`src/rtl/sdcard_ctrlmod.sv`:
```
// sdcard_ctrlmod: SPI-mode SD card init sequencer and two-port sector arbiter in front of sdcard_basemod.
//
// Ports:
//   CLOCK, RESET      system clock, asynchronous active-low reset
//   iCall[1:0]        per-requester call, held until the matching oDone pulse
//   iWr[1:0]          per-requester direction (1 = write sector, 0 = read sector)
//   iSector[63:0]     sector numbers, [31:0] requester 0, [63:32] requester 1
//   iData[15:0]       write bytes, [7:0] requester 0, [15:8] requester 1
//   oDone, oErr       completion pulse and nonzero-R1 flag per requester
//   oWrEn, oRdEn      per-requester byte strobes (write consumed / read valid)
//   oData             read byte
//   oReady            init succeeded, requests accepted
//   oInitFail         init failed INIT_TRIES times, sticky until reset
//   oSDHC             CCS bit of the card OCR
//   BCall..BRdData    control and data interface of sdcard_basemod
module sdcard_ctrlmod #(
    parameter int INIT_TRIES = 3
) (
    input  logic        CLOCK,
    input  logic        RESET,
    input  logic [1:0]  iCall,
    input  logic [1:0]  iWr,
    input  logic [63:0] iSector,
    input  logic [15:0] iData,
    output logic [1:0]  oDone,
    output logic [1:0]  oErr,
    output logic [1:0]  oWrEn,
    output logic [1:0]  oRdEn,
    output logic [7:0]  oData,
    output logic        oReady,
    output logic        oInitFail,
    output logic        oSDHC,
    output logic [7:0]  BCall,
    input  logic        BDone,
    input  logic [39:0] BTag,
    output logic [31:0] BAddr,
    output logic [1:0]  BEn,
    output logic [7:0]  BData,
    input  logic [7:0]  BRdData
);
    typedef enum logic [3:0] {
        I_CMD0, I_CMD8, I_CMD58A, I_ACMD41, I_CMD58B, I_CMD16,
        IDLE, W_FILL, W_CMD24, R_CMD17, R_DRAIN, FINISH, FAIL
    } state_t;

    state_t      state, next_init;
    logic        sel, last, r1_bad, g, init_ok, unused_tag;
    logic [8:0]  cnt;
    logic [1:0]  ph;
    logic [7:0]  tries, init_bit;
    logic [31:0] sector;

    // Only the R1, echo and CCS fields of the response tag are inspected.
    assign unused_tag = ^{BTag[31], BTag[29:12]};

    // Both calling: serve the one not served last; otherwise serve whoever calls.
    assign g      = (&iCall) ? ~last : iCall[1];
    assign sector = g ? iSector[63:32] : iSector[31:0];
    // The write byte is passed straight through while the buffer strobe is high.
    assign BData  = BEn[1] ? (sel ? iData[15:8] : iData[7:0]) : 8'h00;

    always_comb begin
        init_ok   = 1'b1;
        next_init = state;
        init_bit  = 8'h00;
        case (state)
            I_CMD0:   begin init_bit = 8'h01; init_ok = BTag[7:0] == 8'h01;    next_init = I_CMD8;   end
            I_CMD8:   begin init_bit = 8'h02; init_ok = BTag[11:0] == 12'h1AA; next_init = I_CMD58A; end
            I_CMD58A: begin init_bit = 8'h04;                                  next_init = I_ACMD41; end
            I_ACMD41: begin init_bit = 8'h08; init_ok = BTag[39:32] == 8'h00; next_init = I_CMD58B; end
            I_CMD58B: begin init_bit = 8'h10;                                  next_init = I_CMD16;  end
            I_CMD16:  begin init_bit = 8'h20; init_ok = BTag[7:0] == 8'h00;    next_init = IDLE;     end
            default: ;
        endcase
    end

    always_ff @(posedge CLOCK or negedge RESET) begin
        if (!RESET) begin
            state     <= I_CMD0;
            last      <= 1'b1;
            sel       <= 1'b0;
            r1_bad    <= 1'b0;
            cnt       <= '0;
            ph        <= '0;
            tries     <= '0;
            oDone     <= '0;
            oErr      <= '0;
            oWrEn     <= '0;
            oRdEn     <= '0;
            oData     <= '0;
            oReady    <= 1'b0;
            oInitFail <= 1'b0;
            oSDHC     <= 1'b0;
            BCall     <= '0;
            BAddr     <= '0;
            BEn       <= '0;
        end else begin
            oDone <= '0;
            oErr  <= '0;
            case (state)
                I_CMD0, I_CMD8, I_CMD58A, I_ACMD41, I_CMD58B, I_CMD16: begin
                    if (BCall == 8'h00) begin
                        BCall <= init_bit;
                    end else if (BDone) begin
                        BCall <= '0;
                        if (init_ok) begin
                            state <= next_init;
                            if (state == I_CMD58B) oSDHC <= BTag[30];
                            if (next_init == IDLE) oReady <= 1'b1;
                        end else if (tries == 8'(INIT_TRIES - 1)) begin
                            state     <= FAIL;
                            oInitFail <= 1'b1;
                        end else begin
                            tries <= tries + 8'd1;
                            state <= I_CMD0;
                        end
                    end
                end
                IDLE: if (|iCall) begin
                    sel   <= g;
                    last  <= g;
                    cnt   <= '0;
                    ph    <= '0;
                    BAddr <= oSDHC ? sector : {sector[22:0], 9'd0};
                    if (iWr[g]) begin
                        state <= W_FILL;
                        oWrEn <= {g, ~g};
                        BEn   <= 2'b10;
                    end else begin
                        state <= R_CMD17;
                        BCall <= 8'h40;
                    end
                end
                // Alternate strobe and idle cycles: 2 cycles per byte.
                W_FILL: begin
                    if (|oWrEn) begin
                        oWrEn <= '0;
                        BEn   <= '0;
                    end else if (cnt == 9'd511) begin
                        state <= W_CMD24;
                        BCall <= 8'h80;
                    end else begin
                        cnt   <= cnt + 9'd1;
                        oWrEn <= {sel, ~sel};
                        BEn   <= 2'b10;
                    end
                end
                W_CMD24: if (BDone) begin
                    BCall      <= '0;
                    state      <= FINISH;
                    oDone[sel] <= 1'b1;
                    oErr[sel]  <= |BTag[7:0];
                end
                R_CMD17: if (BDone) begin
                    BCall  <= '0;
                    r1_bad <= |BTag[7:0];
                    state  <= R_DRAIN;
                    BEn    <= 2'b01;
                end
                // Strobe, wait one cycle for the buffer, then present the byte: 3 cycles per byte.
                R_DRAIN: begin
                    if (ph == 2'd0) begin
                        BEn <= '0;
                        ph  <= 2'd1;
                    end else if (ph == 2'd1) begin
                        oData <= BRdData;
                        oRdEn <= {sel, ~sel};
                        ph    <= 2'd2;
                    end else begin
                        oRdEn <= '0;
                        ph    <= 2'd0;
                        if (cnt == 9'd511) begin
                            state      <= FINISH;
                            oDone[sel] <= 1'b1;
                            oErr[sel]  <= r1_bad;
                        end else begin
                            cnt <= cnt + 9'd1;
                            BEn <= 2'b01;
                        end
                    end
                end
                FINISH: state <= IDLE;
                default: ;
            endcase
        end
    end
endmodule

```
`config.mk`:
```
export PLATFORM = sky130hd
export DESIGN_NAME = sdcard_ctrlmod
export DESIGN_NICKNAME = d
export VERILOG_FILES = /design/src/rtl/sdcard_ctrlmod.sv
export SDC_FILE = /design/constraint.sdc
export NUM_CORES = 1
export LEC_CHECK = 0
export BUFFER_PORTS_ARGS = -buffer_cell sky130_fd_sc_hd__buf_4
export CAP_MARGIN = 20
export CORE_UTILIZATION = 53
export CTS_CLUSTER_DIAMETER = 60
export DETAILED_ROUTE_END_ITERATION = 8
export PLACE_DENSITY = 0.86
export SYNTH_ARGS = -nofsm -noshare
export SYNTH_HDL_FRONTEND = slang
export SYNTH_SLANG_ARGS = --single-unit
```
`constraint.sdc`:
```
create_clock -name CLOCK -period 4.8 [get_ports CLOCK]
set_clock_uncertainty 0.2 [all_clocks]
set_input_delay 0.48 -clock CLOCK [delete_from_list [all_inputs] [get_ports CLOCK]]
set_output_delay 0.48 -clock CLOCK [all_outputs]
set_load 0.005 [all_outputs]
```
==> impl.org <==
** STA
- Setup repair after global routing left no endpoint under its margin.
- Measured against its own limit, the worst slew margin works out to 43.7%.
- Setup TNS :: 0 ps
- Max Fclk :: 301 MHz
- Final setup fails :: 0
- Clock period minus worst slack :: 3320 ps
- Final Hold Fails :: 0
- The number of max-slew violations in the final report was 0.
- After layout, the worst path uses 69.1% of the clock period.
- For the pin with the worst max-slew slack, the measured transition is 845 ps.
- The tightest hold path in the finished design has a slack of about 140 ps.

** Floorplanning
- During I/O placement, the number of pins put on the boundary was 204.
- Die height :: 100 um
- Effective utilization at floorplan :: 54.9%
- Total die area :: 10000 sq um
- Placeable Area :: between 9000 and 10000 sq um
- In this run the core area contains 35 standard-cell rows.
- Die X :: 100 um

** Synth
- Summing the areas of all compound-gate instances in the mapped netlist gives 16.2% of the synthesized area.
- Library cells used by synthesis :: 75
- Multiplexer cells account for roughly 14% of the synthesized area.
- Arithmetic-cell share of the synthesized area counting full adders, half adders and majority gates :: less than 1%
- Top_reg_cell synth :: sky130_fd_sc_hd__dfrtp_1
- Counting flops with an async set or reset pin after synthesis yields a share of 100%.
- After synthesis, the largest family of logic cells by area is simple AND/OR/NAND/NOR gates.
- Sequential cells were found to cover ~43% of the synthesized design area.
- Simple-gate share of the synthesized area :: between 20% and 30%
- The synthesized design contains 0 enable-type register cells.
- Number of warnings issued by yosys :: 0
- Synthesized cell area :: 5100 sq um
- Number of instances in the synthesized netlist :: about 530
- Dividing the synthesized area by the synthesized cell count gives 9.69 sq um.
- Syn Nets :: 665
- After Yosys synthesis, XOR and XNOR cells account for 1.55% of the synthesized area.
- Synthesis inferred 87 register bits.

** Hold path
- The worst hold path begins at iCall[0].
- Class of the tightest hold or removal check :: primary input to flop

** Worst setup path
- Worst Path Arrival :: ~3400 ps
- Along the worst path, the maximum fanout reaches 24.
- For the worst setup path, the data required time is 4870 ps.
- Launching element type of the critical path :: flop
- By startpoint and endpoint, the worst setup path is classified as flop to flop.
- Critical path origin :: state[2]
- The worst setup path is captured at a flop.
- The startpoint identified for the worst register-to-register timing path is state[2].

** Clocking
- After clock tree synthesis, the clock-pin slew on the worst setup and hold paths is roughly 80 ps.
- TritonCTS clock tree :: yes
- Post-cts gate resize count :: 0
- Root cell of the clock tree :: sky130_fd_sc_hd__clkbuf_8
- Buffers inserted during clock tree synthesis total 9.
- TritonCTS Sinks :: slightly below 90
- Insertion delay of the later-clocked pin in the worst-skew pair :: ~350 ps
- The H-tree was split into 3 levels.
- The clock passes through at most 2 buffers.

** Drt
- Residual antenna-violating net count after detailed routing :: 0
- Number of iterations in the first detailed-routing pass :: 5
- Wire segments on met2 add up to approximately 6.8 mm in the final route.
- The detailed router used layers up to and including met4.
- The detailed router put a total of 5.31 mm of wire on met1.
- Number of DRC violations after detailed routing :: 0
- Drt total wl :: 13.6 mm
- Met3 wirelength from detailed routing :: 1.30 mm
- The routed layout has 4779 vias.
- After detailed routing, the average wire length per cell comes to 16.4 um.
- Iter 0 DRT Violations :: 343
- Avg Vias per Cell :: approximately 5.8

** Placed design
- DP Wirelength :: 10.1 mm
- During placement, the flow inserted port buffers numbering 184.
- Final weighted congestion of routability-driven global placement :: 0.888
- Instance area at placement :: about 6500 sq um

** Final layout
- At the end of the flow the core is filled with cells to 73.3%.
- The finished cells cover around 6800 sq um.
- Diodes inserted :: 0
- Fill cells in the final layout number 688.
- The post-route netlist has 35.7% of its cells at a drive strength greater than 1.
- Net count of the finished layout :: around 840
- Relative to the synthesized area, the layout overhead comes to 33.6%.

** Global route
- Global route overflow :: 0
- Global-route wire length before repair :: 21.8 mm
- Number of antenna violations at the first check in global routing :: 0
- Largest net degree at the start of global routing :: 88
- Vias in the first global route :: 4633
- Total global-route track usage :: between 20 and 30%

** Power
- Across the VDD grid, the largest voltage drop is around 250 uV.
- In this run the static leakage power is 3.24 nW.
- Dividing total power by cell area gives a power density of 519 nW/um^2.

** Job
- Max capacitance violation total :: 0

** Run status
- Outcome :: finished, final reports clean
==> cells in the final DEF, fill, tap and decap left out, drive strengths merged, types with 11 or more instances in the layout <==
cell type / Yosys / routed
o21ai: 46 / 46
mux2i: 49 / 49
clkbuf: 10 / 11
nand2: 95 / 95
a21oi: 18 / 18
mux2: 19 / 19
buf: 20 / 188
nor2b: 14 / 14
nor2: 21 / 21
inv: 11 / 12
dfrtp: 86 / 86
==> final timing paths <==
check	end	slack, ps	depth (start not counted)
worst min-delay path	last	140	2
worst max register to register	BAddr[1]	1480	5
max in group asynchronous	oDone[1]	3440	3
min in group asynchronous	BAddr[13]	330	2
worst min register to register	oInitFail	270	1
worst max-delay path	BAddr[1]	1480	5
==> metal layers <==
layer  track usage, %  vias up
met5                0        -
met4             9.03        0
met3             6.75       35
met2             47.7      255
met1             34.0     2255
li1                 -     2234
==> cell type report <==
class / count / area (sq um) / share of cell area (%)
Multi-Input combinational cell: 398 / 2730 / 40.2
Inverter: 11 / 41.3 / 0.606
Clock buffer: 11 / 141 / 2.08
Tap cell: 129 / 161 / 2.37
Clock inverter: 5 / 104 / 1.53
Timing Repair Buffer: 189 / 1450 / 21.3
Sequential cell: 87 / 2180 / 32.0
==> cell usage after synthesis, types with 7 or more instances <==
master	count	area, sq um
sky130_fd_sc_hd__nor2b_1	14	87.6
sky130_fd_sc_hd__mux2i_1	49	490
sky130_fd_sc_hd__a21oi_1	18	90.1
sky130_fd_sc_hd__buf_2	9	45.0
sky130_fd_sc_hd__nand2_1	95	357
sky130_fd_sc_hd__nand3_1	9	45.0
sky130_fd_sc_hd__nand4_1	7	43.8
sky130_fd_sc_hd__mux2_2	19	214
sky130_fd_sc_hd__inv_1	11	41.3
sky130_fd_sc_hd__o21ai_0	44	220
sky130_fd_sc_hd__buf_4	7	52.6
sky130_fd_sc_hd__clkbuf_1	10	37.5
sky130_fd_sc_hd__nor2_1	20	75.1
sky130_fd_sc_hd__nor3_1	8	40.0
sky130_fd_sc_hd__dfrtp_1	86	2150
==> through the flow <==
step	power, W	worst slack (ps)	cells
global placement	0.00282	1590	811
global route	0.00376	1340	830
detailed placement	0.00289	1530	811
finish	0.00354	1480	830
CTS	0.00352	1570	827
floorplan	0.00226	2200	526
==> cells by family after synthesis <==
| logic type | count (synthesis) |
|---|---|
| and+or+nand+nor | 202 |
| xor gates and xnor gates | 9 |
| muxes | 68 |
| buffers and inverters | 41 |
| adders and majority gates | 4 |
| DFF | 87 |
| AOI/OAI and AO/OA | 115 |
==> what timing repair did <==
item,in CTS,in global routing
hold endpoints to repair,0,12
hold buffers,0,1
setup buffers,0,0
endpoints found under the setup margin,0,0
==> flip-flops by register name, indices dropped and copies added, names as in the netlist <==
name,flops
oWrEn,2
oInitFail,1
BCall,8
oSDHC,1
oErr,2
sel,1
tries,8
oRdEn,2
r1_bad,1
oReady,1
last,1
oData,8
state,4
ph,2
BEn,2
BAddr,32
cnt,9
oDone,2
==> report_power, final <==
part           internal, W  switching (W)
clock network     0.000362       0.000264
logic             0.000797       0.000840
registers         0.000975       0.000299
==> critical path: stages (launching register included) <==
cell,delay (ps)
sky130_fd_sc_hd__dfrtp_1,850
sky130_fd_sc_hd__nor2b_1,750
sky130_fd_sc_hd__nand2_1,200
sky130_fd_sc_hd__nor2_2,630
sky130_fd_sc_hd__nand2_1,350
sky130_fd_sc_hd__o21ai_0,260
Note: power is estimated with default switching activity, not from simulation.
